==> config.mk <==
export PLATFORM = sky130hd
export DESIGN_NAME = s_des_ctrl
export DESIGN_NICKNAME = d
export VERILOG_FILES = /design/src/rtl/s_des_ctrl.sv
export SDC_FILE = /design/constraint.sdc
export NUM_CORES = 1
export LEC_CHECK = 0
export CAP_MARGIN = 10
export CORE_ASPECT_RATIO = 1.25
export CORE_UTILIZATION = 60
export DETAILED_ROUTE_END_ITERATION = 8
export DONT_BUFFER_PORTS = 1
export PLACE_DENSITY = 0.75
export SLEW_MARGIN = 20
export SYNTH_ARGS = -nofsm -noshare
export SYNTH_HDL_FRONTEND = slang
export SYNTH_SLANG_ARGS = --single-unit
==> constraint.sdc <==
create_clock -name clk_i -period 1.6 [get_ports clk_i]
set_input_delay 0.4 -clock clk_i [delete_from_list [all_inputs] [get_ports clk_i]]
set_output_delay 0.4 -clock clk_i [all_outputs]
set_load 0.05 [all_outputs]
==> src/rtl/s_des_ctrl.sv <==
// Simplified-DES block controller: key schedule, initial/final permutation and
// round sequencing around an external combinational Fk round unit.
module s_des_ctrl (
  input  logic       clk_i,
  input  logic       rst_i,
  input  logic       start_i,
  input  logic       decrypt_i,
  input  logic [9:0] key_in_i,
  input  logic [7:0] din_i,
  output logic       busy_o,
  output logic       done_o,
  output logic [7:0] dout_o,
  output logic [7:0] fk_ip_o,
  output logic [7:0] fk_key_o,
  input  logic [7:0] fk_res_i
);

  localparam logic [2:0] S_IDLE = 3'd0;
  localparam logic [2:0] S_KEY  = 3'd1;
  localparam logic [2:0] S_R1   = 3'd2;
  localparam logic [2:0] S_R2   = 3'd3;
  localparam logic [2:0] S_OUT  = 3'd4;

  typedef struct packed {
    logic       dec;
    logic [9:0] key;
    logic [7:0] blk;
  } req_t;

  // Permutation position 1 is the MSB, so position n maps to bit W-n.
  function automatic logic [9:0] p10(input logic [9:0] k);
    return {k[7], k[5], k[8], k[3], k[6], k[0], k[9], k[1], k[2], k[4]};
  endfunction

  function automatic logic [7:0] p8(input logic [9:0] k);
    return {k[4], k[7], k[3], k[6], k[2], k[5], k[0], k[1]};
  endfunction

  function automatic logic [7:0] ip(input logic [7:0] b);
    return {b[6], b[2], b[5], b[7], b[4], b[0], b[3], b[1]};
  endfunction

  function automatic logic [7:0] ip_inv(input logic [7:0] b);
    return {b[4], b[7], b[5], b[3], b[1], b[6], b[0], b[2]};
  endfunction

  logic [2:0] state_q, state_d;
  req_t       req_q, req_d;
  logic [7:0] k1_q, k1_d, k2_q, k2_d;
  logic [7:0] st_q, st_d;
  logic [7:0] dout_q, dout_d;
  logic       done_q, done_d;

  logic [9:0] key_p10, key_ls1, key_ls3;

  // K2 uses a further 2-bit rotate of the LS-1 halves (3 bits total).
  always_comb begin
    key_p10 = p10(req_q.key);
    key_ls1 = {key_p10[8:5], key_p10[9], key_p10[3:0], key_p10[4]};
    key_ls3 = {key_ls1[7:5], key_ls1[9:8], key_ls1[2:0], key_ls1[4:3]};
  end

  always_comb begin
    state_d  = state_q;
    req_d    = req_q;
    k1_d     = k1_q;
    k2_d     = k2_q;
    st_d     = st_q;
    dout_d   = dout_q;
    done_d   = 1'b0;
    fk_ip_o  = 8'h00;
    fk_key_o = 8'h00;
    case (state_q)
      S_IDLE: begin
        if (start_i) begin
          req_d   = {decrypt_i, key_in_i, din_i};
          state_d = S_KEY;
        end
      end
      S_KEY: begin
        k1_d    = p8(key_ls1);
        k2_d    = p8(key_ls3);
        st_d    = ip(req_q.blk);
        state_d = S_R1;
      end
      S_R1: begin
        fk_ip_o  = st_q;
        fk_key_o = req_q.dec ? k2_q : k1_q;
        st_d     = {fk_res_i[3:0], fk_res_i[7:4]};
        state_d  = S_R2;
      end
      S_R2: begin
        fk_ip_o  = st_q;
        fk_key_o = req_q.dec ? k1_q : k2_q;
        st_d     = fk_res_i;
        state_d  = S_OUT;
      end
      S_OUT: begin
        dout_d  = ip_inv(st_q);
        done_d  = 1'b1;
        state_d = S_IDLE;
      end
      default: state_d = S_IDLE;
    endcase
  end

  always_ff @(posedge clk_i) begin
    if (rst_i) begin
      state_q <= S_IDLE;
      req_q   <= '0;
      k1_q    <= 8'h00;
      k2_q    <= 8'h00;
      st_q    <= 8'h00;
      dout_q  <= 8'h00;
      done_q  <= 1'b0;
    end else begin
      state_q <= state_d;
      req_q   <= req_d;
      k1_q    <= k1_d;
      k2_q    <= k2_d;
      st_q    <= st_d;
      dout_q  <= dout_d;
      done_q  <= done_d;
    end
  end

  assign busy_o = (state_q != S_IDLE);
  assign done_o = done_q;
  assign dout_o = dout_q;

endmodule

After elaboration in Yosys (flattened, before gate mapping)

Cells that the tools add are included.

Multiplexer cells: 8
Reduce and logical (&&, ||, !) cells: 5
Eq/ne operators: 5

Operator list:

| cell                                                 | number |
|---|---|
| two-way mux 8 bit                                    | 3 |
| one-hot mux 8 bit (3 select lines)                   | 1 |
| one-hot mux 8 bit (2 select lines)                   | 1 |
| one-hot mux 3 bit (4 select lines)                   | 1 |
| equality test 3 x 2 -> 1 bit (second input constant) | 2 |
| nonzero test 3 bit                                   | 2 |
| equality test 3 x 1 -> 1 bit (second input constant) | 1 |
| equality test 3 bit (second input constant)          | 1 |
| logical NOT 3 bit                                    | 1 |
| two-way mux 3 bit                                    | 1 |
| != test 2 bit (second input constant)                | 1 |
| AND reduction 2 bit                                  | 1 |
| OR reduction 2 bit                                   | 1 |
| two-way mux 1 bit                                    | 1 |

Register bits: 55
Output and inout bits: 26
Input bits: 30
Word-level logic and storage cells: 27

Depth between registers and ports, before layout

Gate-level depths: netlist of run 1.

Depth in word-level cells: 3
Depth in mapped cells: 5
Depth with buffers taken out: 3

Worst setup path before layout of run 1

OpenSTA, ideal clock, no wires.

Path type: flip-flop to output port
Start: register state_q[0]
End: output fk_key_o[0]
Slack: -0.592 ns
Arrival time: 1.792 ns
Stages on the path, launching flop included: 5
Buffers on the path: 1
Required time: 1.200 ns
Cell sequence: dfxtp_1 -> buf_4 -> xnor2_1 -> nand2_1 -> a21oi_1

Word-level cells in the longest chain between the ends: 2
Elaborated cells between the ends (all ways): 3
Classes of those cells: 2 x eq/ne; 1 x mux

Ends and longest elaborated chain:

| item                                 | line | text |
|---|---|---|
| start: declaration                   | 47   | `logic [2:0] state_q, state_d;` |
| start signal: assignment             | 117  | `state_q <= state_d;` |
| equality test 3 x 2 -> 1 bit         | 73   | `case (state_q)` |
| one-hot mux 8 bit (2 select lines) * | 73   |  |
| end: declaration                     | 14   | `output logic [7:0] fk_key_o,` |

Mark *: on every way between the ends. The rest lies on a longest branch, timed or not.

Worst setup path after layout of run 1

Start: register state_q[0]
End: output fk_key_o[1]

The elaborated chain is that of the path after synthesis.

==> impl_metrics.ini, run 1 <==
[run_status]
status = finished, violations left
failed_checks = setup timing

[clock_network]
cts_tree = yes
holdBufCountCts = 0
cts_max_level = 2
path_clk_slew_ns = 0.09
cts_sinks = 49
clock_latency_ns = 0.31
cts-root-buf = clkbuf_8
clockBufferDepth = 2
numCtsBuffers = 5

[detailed_routing]
routed_wl_um = 6096
drc = 0
dr_total_vias = 1913
drt_pass1_iterations = 4
routed_via_density = 6.112
ant_nets = 0
drt_iter0_markers = 44
wl_per_cell_um = 19.48

[setup_path]
r2r_setup_slack_ns = -0.12
cp-start-kind = flop
criticalPathCategory = flop to output pin
cp.required_ns = 1.20
reg2reg_from = state_q[0]
r2r_end = req_q[6]
worstRegToRegCells = 8
cp_max_fo = 8
cp-end-kind = output pin
worstPathArrival_ns = 1.48

[place]
port_buffers = 0
place_inst = 291
place_congestion = 0.8508
place_hpwl_um = 3413

[timing]
whs_ns = 0.1303
finalClockSkew_ns = 0.009020
fmax_mhz = 531.0
period_needed_ns = 1.883
maxSlewViolCount = 0
worst_pin_slew_ns = 0.5138
post-route-period-util_pct = 117.7
rsz0062_at_grt = yes
setup_violations = 35
final_hold_viol_count = 0
fin_ws_ns = -0.2832
relSlewSlack_pct = 65.70

[die]
die_h_um = 68.20
start_util_pct = 64.11
die-area_mm2 = 0.003748
core_area_mm2 = 0.003281
pin_count = 56
die_w_um = 54.96
fp-row-count = 23

[flow_run]
maxCapViolCount = 0

[finish]
final_cell_mix = nand2_1, dfxtp_1, a21oi_1
final_nets = 305
syn_to_final_growth_pct = 38.01
final_common_cell = nand2_1
layout-drive-gt1-share_pct = 37.32
final_cells = 313
antenna_cells = 0

[power]
p_leak_nw = 1.015
power_density_mw_per_mm2 = 994.7
ir_drop_uv = 1088
total_power_mw = 2.887

[logic_synthesis]
mappedNetlistArea_mm2 = 0.002103
ys.warnings.count = 0
synth-seq-area-share_pct = 46.64
syn_nets = 282
syn_inst = 252
synth_seq_cells = 49
synth_area_per_cell_um2 = 8.346
yosysUniqueCellTypes = 28

[grt]
grt_max_degree = 50
antenna_found_initial = 0
grtUsageTotal_pct = 31.14
grt_pass1_vias = 1780
grt_pass1_wl_um = 8073
grt-ovfl-total = 0

[hold_path]
worstHoldStart = rst_i
whs_path_depth = 1
min_path_type = input port to flop
worstHoldEndpoint = req_q[0]
[cells in the mapped netlist]
| master | n | area share [%] |
|---|---|---|
| clkbuf_1 | 6 | 1.1 |
| nor4b_4 | 1 | 1.1 |
| nor3b_1 | 2 | 0.71 |
| nor3b_4 | 1 | 0.89 |
| nor2b_1 | 2 | 0.59 |
| or3_1 | 1 | 0.30 |
| o21ba_2 | 1 | 0.48 |
| nand2b_1 | 2 | 0.59 |
| buf_1 | 1 | 0.18 |
| buf_4 | 3 | 1.1 |
| mux2i_1 | 8 | 3.8 |
| and2_1 | 8 | 2.4 |
| nor4_1 | 1 | 0.30 |
| xor2_2 | 1 | 0.77 |
| dfxtp_1 | 49 | 47 |
| nor4b_1 | 3 | 1.2 |
| nor2_1 | 14 | 2.5 |
| mux2_2 | 8 | 4.3 |
| or3b_1 | 1 | 0.42 |
| buf_6 | 1 | 0.54 |
| a21oi_1 | 37 | 8.8 |
| o21ai_0 | 10 | 2.4 |
| xnor2_1 | 2 | 0.83 |
| o22ai_1 | 8 | 2.4 |
| nor3_1 | 9 | 2.1 |
| or4b_1 | 1 | 0.48 |
| nand2_1 | 64 | 11 |
| buf_2 | 7 | 1.7 |
[how the worst max path moves through the flow]
stage,depth (start not counted),start,slack [ns],to
after CTS,5,state_q[0],-0.24,fk_key_o[5]
final,5,state_q[0],-0.28,fk_key_o[1]
after floorplan,3,state_q[1],-0.02,fk_ip_o[0]
after global routing,5,state_q[0],-0.31,fk_key_o[1]
after detailed placement,4,state_q[0],0.05,fk_key_o[5]
after global placement,4,state_q[0],0.1,fk_key_o[2]
[cell families (layout without fill, tap and decap cells)]
kind of cell	after synthesis	count (layout)	synth area share (%)
multiplexers	16	16	8.091
flip-flops	49	49	46.64
buffers and inverters	18	42	4.521
AO/OA/AOI/OAI	56	56	14.04
AND/OR/NAND/NOR	110	110	25.10
XOR/XNOR	3	3	1.607
[through the flow]
step	area, µm²	setup WS [ns]	util, %	TNS, ns
2_1_floorplan	2258	-0.01592	-	-0.1274
3_3_place_gp	2465	0.09795	75.13	0
3_5_place_dp	2465	0.04584	75.13	0
4_1_cts	2705	-0.2416	82.46	-2.135
5_1_grt	2903	-0.3073	88.48	-4.571
6_report	2903	-0.2832	88.48	-3.447
[what timing repair did]
action                                  CTS  global route
pin swaps                                 9             7
setup buffers                             6             5
cloned                                    0             4
resized for setup                        32            24
endpoints found under the setup margin   17            54
[area by class of cell]
cell class / count / area (µm²)
fill: 154 / 377.9
clock buffer: 5 / 68.82
sequential: 49 / 993.5
clock inverter: 3 / 25.02
multi-input combinational: 185 / 1279
timing repair buffer: 34 / 490.5
tap: 37 / 46.29
[routing by layer]
metal | part of all wire [%] | global-route usage, % | vias up
li1 | - | - | 899
met5 | 0 | 0 | -
met1 | 37 | 33.38 | 910
met4 | 3.3 | 16.88 | 0
met2 | 54 | 54.97 | 85
met3 | 5.6 | 6.667 | 19
[critical path: stages (launching register included)]
cell and delay [ns]:
dfxtp_4 0.43, xor2_4 0.18, buf_12 0.15, nand2_2 0.08
a21oi_4 0.17, buf_12 0.15
[state kept, by name, summed over array words and instances, names as in the netlist]
register  count
dout_o        8
key_ls1      10
k1_q          7
state_q       3
st_q          8
req_q         9
k2_q          3
done_o        1
[power breakdown]
part	switching, mW	total, mW	internal, mW
combinational	0.392	0.746	0.354
clock	0.434	0.750	0.316
sequential	0.0870	1.39	1.30
Note: power is estimated with default switching activity, not from simulation.
==> run 2: changes to the inputs <==
--- a/config.mk
+++ b/config.mk
@@ -11,6 +11,7 @@
 export DETAILED_ROUTE_END_ITERATION = 8
 export DONT_BUFFER_PORTS = 1
 export PLACE_DENSITY = 0.75
+export SKIP_LAST_GASP = 1
 export SLEW_MARGIN = 20
 export SYNTH_ARGS = -nofsm -noshare
 export SYNTH_HDL_FRONTEND = slang
==> constraint.sdc (replaced) <==
create_clock -name clk_i -period 1.6 [get_ports clk_i]
set_input_delay 0.4 -clock clk_i [delete_from_list [all_inputs] [get_ports clk_i]]
set_output_delay 0.4 -clock clk_i [all_outputs]
set_load 0.005 [all_outputs]
==> run 2 against run 1 <==
Against the previous run: the flow still finishes with violations (setup timing); register-to-register slack gained 0.28 ns; final area decreased by 16%; cell count decreased by 5.4%; clock-buffer cell count grew 2; critical path depth is 1 lower; power fell by 5.2%; clock skew rose by 0.0011 ns; first-iteration DRC count decreased by 23%; setup slack improved by 0.24 ns; clock power rose by 19%; sequential power barely moved; routed wire length is 25% lower; critical endpoint is now fk_key_o[0].
==> impl_metrics.ini, run 2 (synthesis gave the netlist of run 1 again) <==
[finish]
antenna_cells = 0
final_common_cell = nand2_1
final_cell_mix = nand2_1, dfxtp_1, a21oi_1
final_nets = 288
fin_area_mm2 = 0.002431
largest_reg_flops = 10
syn_to_final_growth_pct = 15.59
fillers = 265
layout-drive-gt1-share_pct = 24.32
final_cells = 296

[power]
power_density_mw_per_mm2 = 1126
ir_drop_uv = 946.5
p_leak_nw = 0.8584
total_power_mw = 2.738

[detailed_routing]
drc = 0
drt_iter0_markers = 34
routed_via_density = 5.791
dr_wl_met3_um = 309
wl_per_cell_um = 15.49
wl_met2_um = 2356
top_layer_used = met4
wl_met1_um = 1836
drt_pass1_iterations = 4
dr_total_vias = 1714
ant_nets = 0
routed_wl_um = 4585

[grt]
grt_pass1_vias = 1603
grt-ovfl-total = 0
antenna_found_initial = 0
grt_max_degree = 50
grt_pass1_wl_um = 7148
grtUsageTotal_pct = 26.99

[die]
die_w_um = 54.96
die_h_um = 68.20
die-area_mm2 = 0.003748
core_area_mm2 = 0.003281
start_util_pct = 64.11
pin_count = 56
fp-row-count = 23

[run_status]
status = finished, violations left
failed_checks = setup timing

[timing]
final_hold_viol_count = 0
setup_violations = 9
setup_tns_ns = -0.3697
finalClockSkew_ns = 0.01013
fin_ws_ns = -0.04764
fmax_mhz = 606.9
maxSlewViolCount = 0
period_needed_ns = 1.648
relSlewSlack_pct = 69.35
whs_ns = 0.1532
worst_pin_slew_ns = 0.4593
post-route-period-util_pct = 103.0
rsz0062_at_grt = yes

[hold_path]
whs_path_depth = 1
min_path_type = input port to flop
worstHoldStart = rst_i

[setup_path]
crit_start = state_q[0]
worstRegToRegCells = 4
cp.required_ns = 1.20
cp-start-kind = flop
cp_max_fo = 6
criticalPathCategory = flop to output pin
worstPathArrival_ns = 1.25
reg2reg_from = state_q[0]
cp-end-kind = output pin

[place]
dpl_cell_area_mm2 = 0.002175
place_inst = 287
port_buffers = 0
place_congestion = 0.7491
place_hpwl_um = 3086

[clock_network]
clock_latency_ns = 0.30
clockBufferDepth = 2
path_clk_slew_ns = 0.09
cts_sinks = 49
cts_tree = yes
cts_max_level = 2
cts-root-buf = clkbuf_8
numCtsBuffers = 5
holdBufCountCts = 0

[flow_run]
maxCapViolCount = 0
[run 2: path summary, 6_finish.rpt]
kind | to | slack [ns]
worst min register to register | k1_q[2] | 0.45
worst max-delay path | fk_key_o[0] | -0.05
worst min-delay path | k1_q[6] | 0.15
worst max register to register | key_ls1[4] | 0.16
[run 2: timing repair]
item	in CTS	in global routing
endpoints found under the hold margin	0	0
gates resized for setup	19	19
setup buffers	0	1
pin swaps	7	6
endpoints found under the setup margin	17	17
[run 2: final cells by class]
cell class	count	area (µm²)	share of cell area, %
timing repair buffer	17	138.9	5.713
clock inverter	1	30.03	1.235
sequential	49	993.5	40.86
multi-input combinational	185	1136	46.73
clock buffer	7	86.33	3.551
tap	37	46.29	1.904
[run 2: power by group]
part | leakage (nW) | internal [mW] | switching [mW]
clock network | 0.0585 | 0.509 | 0.384
registers | 0.402 | 1.30 | 0.0676
logic | 0.398 | 0.223 | 0.249
[run 2: routing by layer]
layer / vias to the layer above / global-route usage, %
met2: 69 / 48.19
li1: 856 / -
met4: 0 / 11.56
met3: 4 / 6.444
met5: - / 0
met1: 785 / 29.36
[run 2: metrics by stage]
stage	util, %	setup slack [ns]
2_1_floorplan	-	0.03472
3_3_place_gp	66.29	0.1688
3_5_place_dp	66.29	0.1259
4_1_cts	71.74	-0.04016
5_1_grt	74.10	-0.1093
6_report	74.10	-0.04764
[run 2: worst max-delay path, stage by stage, from the launching register on]
cell	delay (ns)
dfxtp_4	0.41
xor2_4	0.18
buf_6	0.15
nand2_1	0.07
a21oi_2	0.14
==> run 3: changes to the inputs <==
--- a/config.mk
+++ b/config.mk
@@ -6,11 +6,13 @@
 export NUM_CORES = 1
 export LEC_CHECK = 0
 export CAP_MARGIN = 10
+export CELL_PAD_IN_SITES_DETAIL_PLACEMENT = 1
+export CELL_PAD_IN_SITES_GLOBAL_PLACEMENT = 1
 export CORE_ASPECT_RATIO = 1.25
-export CORE_UTILIZATION = 60
+export CORE_UTILIZATION = 45
 export DETAILED_ROUTE_END_ITERATION = 8
 export DONT_BUFFER_PORTS = 1
-export PLACE_DENSITY = 0.75
+export PLACE_DENSITY = 0.76
 export SKIP_LAST_GASP = 1
 export SLEW_MARGIN = 20
 export SYNTH_ARGS = -nofsm -noshare
==> run 3 against run 2 <==
Against the previous run: the flow still finishes with violations (setup timing); flip-flop and latch count is the same; sequential power is essentially flat; non-clock buffer count shrank 4; critical path type unchanged; maximum frequency shrank 0.70%.
==> impl_metrics.ini, run 3 (synthesis gave the netlist of run 1 again) <==
[run_status]
status = finished, violations left
failed_checks = setup timing

[setup_path]
cp_max_fo = 8
crit_buf_inv = 0
worstPathCellList = xor2_4 -> nand2_1 -> a21oi_2
cp-start-kind = flop
cp_slowest_cell = dfxtp_4
cp.required_ns = 1.20
cpPeakStageDelay_ns = 0.42
worstPathArrival_ns = 1.26
cp-end-kind = output pin
crit_family = flip-flops
criticalPathCategory = flop to output pin

[timing]
setup_violations = 9
fmax_mhz = 602.7
period_needed_ns = 1.659
final_hold_viol_count = 0
maxSlewViolCount = 0
post-route-period-util_pct = 103.7
fin_ws_ns = -0.05926
finalClockSkew_ns = 0.004219
relSlewSlack_pct = 73.76
rsz0062_at_grt = yes
worst_pin_slew_ns = 0.3932
whs_ns = 0.1656

[die]
fp-row-count = 27
start_util_pct = 47.17
core_area_mm2 = 0.004459
die-area_mm2 = 0.004953
die_w_um = 63.15
die_h_um = 78.44
pin_count = 56

[detailed_routing]
drt_pass1_iterations = 4
drc = 0
ant_nets = 0
routed_wl_um = 5163
wl_per_cell_um = 16.55
drt_iter0_markers = 81
dr_total_vias = 1721
routed_via_density = 5.516

[finish]
final_common_cell = nand2_1
antenna_cells = 0
largest_reg_flops = 10
final_cells = 312
layout-drive-gt1-share_pct = 19.69
post-route-util_pct = 53.42
final_cell_mix = nand2_1, dfxtp_1, a21oi_1
final_nets = 284
syn_to_final_growth_pct = 13.27

[power]
ir_drop_uv = 593.1
total_power_mw = 2.563
power_density_mw_per_mm2 = 1076
p_leak_nw = 0.8041

[place]
place_inst = 303
place_hpwl_um = 3470
port_buffers = 0
place_congestion = 0.7611
pre_cts_ws_ns = 0.1236

[grt]
busiest_layer = met2
grt_max_degree = 50
grt-ovfl-total = 0
use_met2_pct = 36.45
grt_pass1_wl_um = 8535
grt_pass1_vias = 1700
use_met1_pct = 27.93
grtUsageTotal_pct = 22.19
antenna_found_initial = 0
use_met3_pct = 6.105

[clock_network]
cts_sinks = 49
numCtsBuffers = 5
holdBufCountCts = 0
clock_latency_ns = 0.30
cts_max_level = 2
clockBufferDepth = 2
cts_tree = yes
path_clk_slew_ns = 0.08
cts-root-buf = clkbuf_8

[hold_path]
min_path_type = input port to flop

[flow_run]
maxCapViolCount = 0
[run 3: cell types whose count changed in the layout (fill, tap and decap cells not counted), moves of 2 or more]
| cell | previous run | this run |
|---|---|---|
| buf_4 | 14 | 8 |
| nand2_1 | 60 | 62 |
| and2_1 | 1 | 8 |
| and2_4 | 7 | 0 |
[run 3: final timing paths]
kind	cells after the start	slack, ns	from	end
setup reg to reg	5	0.03	state_q[2]	req_q[4]
hold / removal	1	0.17	rst_i	req_q[18]
hold reg to reg	2	0.45	key_ls1[8]	key_ls1[8]
setup / recovery	3	-0.06	state_q[0]	fk_key_o[7]
[run 3: stage by stage]
stage               instance area (µm²)  setup TNS, ns
floorplan                          2103              0
global placement                   2176              0
detailed placement                 2176              0
CTS                                2327        -0.6059
global route                       2382         -1.105
finish                             2382        -0.3914
[run 3: area by class of cell]
type | count | area (µm²)
Clock buffer | 6 | 82.58
Timing Repair Buffer | 13 | 125.1
Fill cell | 547 | 2077
Tap cell | 58 | 72.57
Sequential cell | 49 | 993.5
Clock inverter | 1 | 7.507
Multi-Input combinational cell | 185 | 1101
[run 3: power breakdown]
part | switching, mW | total, mW | internal [mW]
Sequential | 0.0680 | 1.37 | 1.30
Combinational | 0.253 | 0.462 | 0.209
Clock | 0.388 | 0.730 | 0.342
Total | 0.708 | 2.56 | 1.85
[run 3: routing by layer]
metal	routed length, µm	share of wire, %	vias to the layer above
met1	2331	45	819
met4	99	1.9	0
met5	0	0	-
li1	-	-	850
met2	2460	48	43
met3	271	5.2	9
[run 3: repair_timing]
action / CTS / global route
resized for setup: 17 / 11
setup endpoints to repair: 17 / 17
buffers inserted: 0 / 2
pin swaps: 0 / 3
[run 3: worst reg2reg max path: cells and delay by family, from the launching register on]
kind / cells / cell delay (ns)
compound gates: 1 / 0.06
flops: 1 / 0.37
simple gates: 2 / 0.65
buf+inv: 2 / 0.38
